## src/rtl/uart_tx_fifo_if.sv

```systemverilog
// Byte push handshake into the UART TX FIFO.
// Upstream logic drives the master side; the FIFO is the slave.
interface uart_tx_fifo_if;
    logic [7:0] tx_data;
    logic       tx_valid;
    logic       tx_ready;

    modport master (output tx_data, output tx_valid, input  tx_ready);
    modport slave  (input  tx_data, input  tx_valid, output tx_ready);
endinterface

```

## src/rtl/uart_tx_fifo.sv

```systemverilog
// 8N1 UART transmitter fed by a small byte FIFO.
// Frames go out LSB-first, WAIT_CYCLES clocks per bit, with no gap between back-to-back frames.
module uart_tx_fifo #(
    parameter int WAIT_CYCLES = 234,
    parameter int FIFO_DEPTH  = 4
) (
    input  logic                          clk,
    input  logic                          rst,
    uart_tx_fifo_if.slave                 up,
    output logic                          uart_tx,
    output logic                          busy,
    output logic [$clog2(FIFO_DEPTH):0]   fifo_count
);
    localparam int PW = $clog2(FIFO_DEPTH);
    localparam int TW = $clog2(WAIT_CYCLES);
    localparam logic [TW-1:0] T_END   = TW'(WAIT_CYCLES - 1);
    localparam logic [PW:0]   DEPTH_C = (PW+1)'(FIFO_DEPTH);

    typedef enum logic [1:0] {IDLE, START, DATA, STOP} state_t;

    state_t          state_q, state_d;
    logic [7:0]      mem [FIFO_DEPTH];
    logic [PW-1:0]   wr_ptr, rd_ptr;
    logic [PW:0]     count_q;
    logic [TW-1:0]   timer_q, timer_d;
    logic [2:0]      idx_q, idx_d;
    logic [7:0]      shift_q, shift_d;
    logic            tx_q, tx_d;
    logic            push, pop, fifo_nonempty, timer_end;

    assign up.tx_ready    = (count_q < DEPTH_C);
    assign push           = up.tx_valid && up.tx_ready;
    assign fifo_nonempty  = (count_q != '0);
    assign timer_end      = (timer_q == T_END);

    assign uart_tx    = tx_q;
    assign busy       = (state_q != IDLE) || fifo_nonempty;
    assign fifo_count = count_q;

    // Pointers wrap naturally since FIFO_DEPTH is a power of two.
    always_ff @(posedge clk) begin
        if (rst) begin
            wr_ptr  <= '0;
            rd_ptr  <= '0;
            count_q <= '0;
        end else begin
            if (push) wr_ptr <= wr_ptr + PW'(1);
            if (pop)  rd_ptr <= rd_ptr + PW'(1);
            case ({push, pop})
                2'b10:   count_q <= count_q + (PW+1)'(1);
                2'b01:   count_q <= count_q - (PW+1)'(1);
                default: ;
            endcase
        end
    end

    always_ff @(posedge clk) begin
        if (push) mem[wr_ptr] <= up.tx_data;
    end

    // Pop decisions use the pre-edge count, so a push landing on the
    // stop-bit-end edge into an empty FIFO waits for the IDLE pop.
    always_comb begin
        state_d = state_q;
        timer_d = timer_q;
        idx_d   = idx_q;
        shift_d = shift_q;
        tx_d    = tx_q;
        pop     = 1'b0;
        if (state_q != IDLE)
            timer_d = timer_end ? '0 : timer_q + TW'(1);
        case (state_q)
            IDLE: begin
                tx_d = 1'b1;
                if (fifo_nonempty) begin
                    pop     = 1'b1;
                    shift_d = mem[rd_ptr];
                    tx_d    = 1'b0;
                    timer_d = '0;
                    state_d = START;
                end
            end
            START: begin
                if (timer_end) begin
                    tx_d    = shift_q[0];
                    idx_d   = '0;
                    state_d = DATA;
                end
            end
            DATA: begin
                if (timer_end) begin
                    shift_d = shift_q >> 1;
                    if (idx_q == 3'd7) begin
                        tx_d    = 1'b1;
                        state_d = STOP;
                    end else begin
                        tx_d  = shift_q[1];
                        idx_d = idx_q + 3'd1;
                    end
                end
            end
            STOP: begin
                if (timer_end) begin
                    if (fifo_nonempty) begin
                        pop     = 1'b1;
                        shift_d = mem[rd_ptr];
                        tx_d    = 1'b0;
                        state_d = START;
                    end else begin
                        state_d = IDLE;
                    end
                end
            end
            default: state_d = IDLE;
        endcase
    end

    always_ff @(posedge clk) begin
        if (rst) begin
            state_q <= IDLE;
            timer_q <= '0;
            idx_q   <= '0;
            shift_q <= '0;
            tx_q    <= 1'b1;
        end else begin
            state_q <= state_d;
            timer_q <= timer_d;
            idx_q   <= idx_d;
            shift_q <= shift_d;
            tx_q    <= tx_d;
        end
    end
endmodule

```

## src/flat_wrapper.sv

```systemverilog
// flat-port wrapper written by rule: the top's interface ports become plain ports
module uart_tx_fifo_flat 
#(
    parameter int WAIT_CYCLES = 234,
    parameter int FIFO_DEPTH  = 4
)
  (clk, rst, uart_tx, busy, fifo_count, up_tx_data, up_tx_valid, up_tx_ready);
  uart_tx_fifo_if up_i ();
  input  logic clk;
  input  logic rst;
  output logic uart_tx;
  output logic busy;
  output logic [$clog2(FIFO_DEPTH):0] fifo_count;
  input wire logic [$bits(up_i.tx_data)-1:0] up_tx_data;
  input wire logic [$bits(up_i.tx_valid)-1:0] up_tx_valid;
  output wire logic [$bits(up_i.tx_ready)-1:0] up_tx_ready;
  assign up_i.tx_data = up_tx_data;
  assign up_i.tx_valid = up_tx_valid;
  assign up_tx_ready = up_i.tx_ready;
  uart_tx_fifo #(.WAIT_CYCLES(WAIT_CYCLES), .FIFO_DEPTH(FIFO_DEPTH)) u_core (.clk(clk), .rst(rst), .up(up_i), .uart_tx(uart_tx), .busy(busy), .fifo_count(fifo_count));
endmodule
```

## config.mk

```make
export PLATFORM = sky130hd
export DESIGN_NAME = uart_tx_fifo_flat
export DESIGN_NICKNAME = d
export VERILOG_FILES = /design/src/rtl/uart_tx_fifo_if.sv /design/src/rtl/uart_tx_fifo.sv /design/src/flat_wrapper.sv
export SDC_FILE = /design/constraint.sdc
export NUM_CORES = 1
export LEC_CHECK = 0
export ABC_AREA = 1
export ABC_CLOCK_PERIOD_IN_PS = 6810
export CAP_MARGIN = 30
export CORE_MARGIN = 5
export CORE_UTILIZATION = 40
export CTS_CLUSTER_SIZE = 40
export DETAILED_ROUTE_END_ITERATION = 6
export PLACE_DENSITY = 0.58
export SLEW_MARGIN = 40
export SYNTH_ARGS = -nofsm -noshare
export SYNTH_HDL_FRONTEND = slang
export SYNTH_SLANG_ARGS = --single-unit
```

## constraint.sdc

```tcl
create_clock -name clk -period 6.81 [get_ports clk]
set_input_delay 0.681 -clock clk [delete_from_list [all_inputs] [get_ports clk]]
set_output_delay 0.681 -clock clk [all_outputs]
set_load 0.02 [all_outputs]
```

# After elaboration in Yosys (flattened, before gate mapping)

Memories as Yosys holds them, arrays and structs flattened. A register that Yosys moved wholly into a read port is not among the register bits.
Cells that the tools add are included.

Add/sub/neg operators: 6
Multipliers: 0
Divide/modulo/power cells: 0
Order comparisons: 1
Equality and inequality tests: 14
Shift operators: 0
Mux-type cells: 34
Bitwise operators: 0
Reductions and logical operators: 12

Operators with widths:

| kind                                                 | count |
|---|---|
| 2-to-1 mux 8 bit                                     | 7 |
| one-hot mux 8 bit (3 select lines)                   | 1 |
| 2-to-1 mux 2 bit                                     | 7 |
| != test 2 x 1 -> 1 bit (second input constant)       | 6 |
| one-hot mux 3 bit (2 select lines)                   | 2 |
| 2-to-1 mux 1 bit                                     | 11 |
| 2-to-1 mux 3 bit                                     | 3 |
| adder 8 x 1 -> 8 bit (second input constant)         | 1 |
| equality test 8 bit (second input constant)          | 1 |
| one-hot mux 2 bit (4 select lines)                   | 1 |
| AND reduction 4 bit                                  | 2 |
| adder 3 x 1 -> 3 bit (second input constant)         | 2 |
| equality test 2 bit (second input constant)          | 3 |
| nonzero test 2 bit                                   | 3 |
| nonzero test 3 bit                                   | 2 |
| AND reduction 5 bit                                  | 1 |
| adder 2 x 1 -> 2 bit (second input constant)         | 2 |
| equality test 2 x 1 -> 1 bit (second input constant) | 2 |
| one-hot mux 1 bit (4 select lines)                   | 1 |
| equality test 3 bit (second input constant)          | 1 |
| less-than comparator 3 bit (second input constant)   | 1 |
| AND reduction 3 bit                                  | 1 |
| subtractor 3 x 1 -> 3 bit (second input constant)    | 1 |
| zero test 2 bit                                      | 1 |
| 4 further kinds                                      | 4 |

Flip-flop bits (word level): 29
Latch bits: 0
Memory bits (writable): 32
Memory bits (read-only): 0
Bits of input ports: 11
Output and inout bits: 6
Logic and storage cells: 76
Memories kept: 1

Memory list:

| memory     | words | width | rd ports | clocked after Yosys merged registers in | wr ports | RTL line           | source |
|---|---|---|---|---|---|---|---|
| u_core.mem | 4     | 8     | 1        | 1                                       | 1        | uart_tx_fifo.sv:22 | `logic [7:0] mem [FIFO_DEPTH];` |

# Longest topological paths before layout

Depth in word-level cells: 6
Depth in mapped cells: 15
Mapped depth without buffers: 15

# Worst setup path after synthesis

No wires, ideal clock.

Path kind: register to register
Start point: register u_core.state_q[0]
End point: register u_core.count_q[2] (netlist: u_core.fifo_count[2])
Setup time: 0.124 ns
Data arrival time: 2.152 ns
Data required time: 6.686 ns
Path slack: 4.535 ns
Cell stages (with the launch flop): 14
Path buffers: 0
Period minus slack after synthesis: 2.275 ns
Path through: dfxtp_1 inv_1 ha_1 o21bai_1 nor2_1 nand2_1 inv_1 ha_1 inv_1 fa_1 a21oi_1 o21ai_0 o21ai_0 a21oi_1

Longest elaborated chain between the ends: 4
Elaborated cells on any way between the ends: 7
Classes of those cells: eq/ne: 3; mux: 2; reduce/logical: 2

Ends and longest elaborated chain:

| item                                                                     | RTL line            | source |
|---|---|---|
| from (decl)                                                              | uart_tx_fifo.sv:21  | `state_t state_q, state_d;` |
| from (signal assigned)                                                   | uart_tx_fifo.sv:126 | `state_q <= state_d;` |
| equality test 2 bit or zero test 2 bit (tied branches)                   | uart_tx_fifo.sv:72  | `case (state_q)` |
| one-hot mux 1 bit (2 select lines) (*)                                   | uart_tx_fifo.sv:72  |  |
| via u_core.pop                                                           | uart_tx_fifo.sv:29  | `logic push, pop, fifo_nonempty, timer_end;` |
| equality test 2 x 1 -> 1 bit or equality test 2 bit (tied branches)      | uart_tx_fifo.sv:49  | `case ({push, pop})` |
| one-hot mux 3 bit (2 select lines) or nonzero test 2 bit (tied branches) | --                  |  |
| to (signal assigned)                                                     | uart_tx_fifo.sv:50  | `2'b10: count_q <= count_q + (PW+1)'(1);` |
| to (signal assigned)                                                     | uart_tx_fifo.sv:51  | `2'b01: count_q <= count_q - (PW+1)'(1);` |
| to (decl)                                                                | uart_tx_fifo.sv:24  | `logic [PW:0] count_q;` |

Mark *: on every way through the listed nets, which the timed path passes. The rest lies on a longest branch.
A chain may end at the register's enable or synchronous reset.

# Worst setup path in the final report

Start point: register u_core.state_q[0]
End point: output busy

Longest elaborated chain between the ends: 2

Ends and longest elaborated chain:

| item               | RTL line           | source |
|---|---|---|
| nonzero test 2 bit | uart_tx_fifo.sv:37 | `assign busy = (state_q != IDLE) \|\| fifo_nonempty;` |
| logical OR 1 bit   | uart_tx_fifo.sv:37 |  |
| to (decl)          | flat_wrapper.sv:12 | `output logic busy;` |

Every way passes these cells.

==> results summary <==
The library cells used most frequently in the layout, excluding fill and tap cells, are 99 x nand2_1, 66 x inv_1, 41 x nor2_1. Pin placement for this block handled 17 I/O pins. The total core area is 7650 um2. The worst clock skew on the final layout is 0.0160 ns. The first-pass GRT wire length came out at 10600 um.

The number of fillers in the final layout is 745. Dividing the final minimum period by the clock period gives 0.400. Static timing analysis puts the maximum clock frequency at 0.367 GHz.

The initialized floorplan defines 32 standard-cell rows. The placer congestion estimate is 0.813. The cell sitting at the root of the clock tree is a clkbuf_8.

The final layout contains routed wiring with a total length of 6050 um. The number of inserted diodes came out at 0. The power density over the cells came out at 378 nW/um2.

The final critical-path required period came out at 2.73 ns. The via count of the first global-routing pass is 2360. The number of buffers added to fix hold violations after cts is 0. The sum of negative setup slack is 0 ns. The number of warnings printed during yosys synthesis is 0. The worst-margin pin slew is 0.788 ns. In this run the deepest clock path goes through 2 buffers. The biggest fanout along the worst timing path is 7.

For this run, design rule violations remaining after detail routing come to 0. The first detailed-routing pass took 4 iterations. The starting density of the core is 0.408. The fraction of final layout cells sized beyond drive strength 1 is 0.0779. TritonCTS built the clock tree.

Entering global routing, the biggest net connects 20 pins. In this run the worst hold path is classified as reg -> reg. Of the synthesized area, sequential elements account for 0.507. The net count of the finished layout came out at 431. Leaving out fill and tap cells, the most frequent cell in the layout is nand2_1. The run finished with clean final reports.

The layout overhead on the synthesized area came out at 13.0%. After detailed routing, the number of vias per cell comes to 4.56. The number of maximum-capacitance constraint violations is 0. The number of nets still failing antenna checks after routing is 0. Averaged over all synthesized cells, the footprint is 8.05 um2. Synthesis produced a netlist with a net count of 413. The overall global routing resource usage is 0.136. The routed wirelength normalized by instance count came out at 11.8 um. The H-tree was split into 3 levels.

The number of cells produced by synthesis is 388. The area of the die is 9670 um2. The quantity of I/O buffers inserted on ports is 16. By startpoint and endpoint, the worst setup path is classified as reg -> out.

The number of unique standard cell types used by synthesis is 28. The worst path required time is 6.13 ns. CTS saw 63 sinks. The overall power is 1.33 mW. The total vias in the final route came out at 2341. The number of hold violations in the final report came out at 0. The post-CTS setup repair buffer count is 0.

The netlist area before placement is 3120 um2. The count of final max-slew check failures is 0. The setup-violating endpoint count in the final report is 0.

Clock tree synthesis inserted a total of 9 buffers. The die width came out at 98.3 um. The leakage component of the power is 1.55 nW.

Detailed placement ended at an HPWL of 4090 um. Post-CTS repair changed the size of 0 cells. The later-pin clock latency in the skew report came out at 0.34 ns. The data arrival at the endpoint of the critical path is 2.05 ns.

In this run the tightest slew margin relative to its limit is 0.473. For this run the aggregate overflow at the end of global routing stands at 0. Across the VDD grid, the largest voltage drop is 0.180 mV. STA classifies the critical path startpoint as a register. Setup repair after global routing left no endpoint under its margin. The height of the chip came out at 98.3 um. The post-synthesis sequential element count is 63. The worst setup path is captured at an output port. The count of routing violations after the opening detailed-route iteration came out at 107. The clock-pin slew of the registers on the worst-case setup and hold paths came out at 0.08 ns. The initial antenna violation count is 0.
sequential cells by signal, summed over array words and instances, names as in the netlist, named ones only:
register           cells
u_core.wr_ptr          2
u_core.state_q         2
u_core.uart_tx         1
u_core.rd_ptr          2
u_core.idx_q           3
u_core.mem            32
u_core.shift_q         8
u_core.timer_q         8
u_core.fifo_count      3
synthesized netlist by cell type:
library cell	count	area, um2
clkinv_1	2	7.51
nor2_4	1	11.3
xor2_1	1	8.76
nor2_1	43	161
dfxtp_1	31	621
edfxtp_1	32	961
nand2_1	99	372
buf_6	2	22.5
o21bai_1	1	7.51
clkbuf_1	2	7.51
or2_2	2	12.5
buf_4	2	15.0
nor2_2	1	6.26
nand3_1	30	150
o211ai_1	1	7.51
a21oi_1	16	80.1
inv_2	2	7.51
nand2_4	3	33.8
nor3_1	1	5.00
a31oi_1	1	6.26
nand2_2	6	37.5
fa_1	1	20.0
buf_2	3	15.0
ha_1	13	163
nand4_1	3	18.8
inv_1	66	248
o21ai_0	22	110
o22ai_1	1	6.26
layout make-up:
type,instances,area (um2),area share
inverter,70,263,0.0745
timing repair buffer,16,160,0.0454
clock inverter,6,46.3,0.0131
clock buffer,10,128,0.0362
multi-input combinational,246,1220,0.346
tap,102,128,0.0362
sequential,63,1580,0.448
power breakdown:
part	internal [mW]	switching, mW	leakage, nW	total, mW
registers	0.469	0.0500	0.548	0.519
clock network	0.134	0.154	0.0829	0.288
logic	0.185	0.341	0.920	0.526
worst paths after layout:
kind                           from  slack (ns)                    to  cells after the start
setup reg to reg  u_core.state_q[0]        4.25  u_core.fifo_count[2]                     13
setup / recovery  u_core.state_q[0]        4.08                  busy                      4
hold / removal       u_core.uart_tx        0.49        u_core.uart_tx                      2
hold reg to reg      u_core.uart_tx        0.49        u_core.uart_tx                      2
metrics by stage:
stage                     setup slack (ns)  instances  area (um2)  hold slack [ns]   util
after detailed placement              4.24        497        3350            0.462  0.439
after global placement                4.30        497        3350            0.467  0.438
after global routing                  3.99        513        3530            0.508  0.461
after floorplan                       4.53        388        3120            0.465      -
final                                 4.08        513        3530            0.491  0.461
after CTS                             4.06        513        3530            0.501  0.461
cell families after synthesis:
logic type	synth area share
simple gates	0.259
buf+inv	0.103
flops	0.507
compound gates	0.0697
fa+ha+maj	0.0585
xor+xnor	0.00281
worst max-delay path, stage by stage (launching register included):
cell and delay, ns:
dfxtp_1 0.42, inv_1 0.11, ha_1 0.24, nand3_1 0.27, clkdlybuf4s50_1 0.67
layer usage:
layer,vias up,global-route usage,part of all wire
met5,-,0,0
met2,31,0.218,0.46
li1,1251,-,-
met4,0,0.0536,0.012
met1,1053,0.175,0.50
met3,6,0.0343,0.031
(Power assumes the default switching activity.)
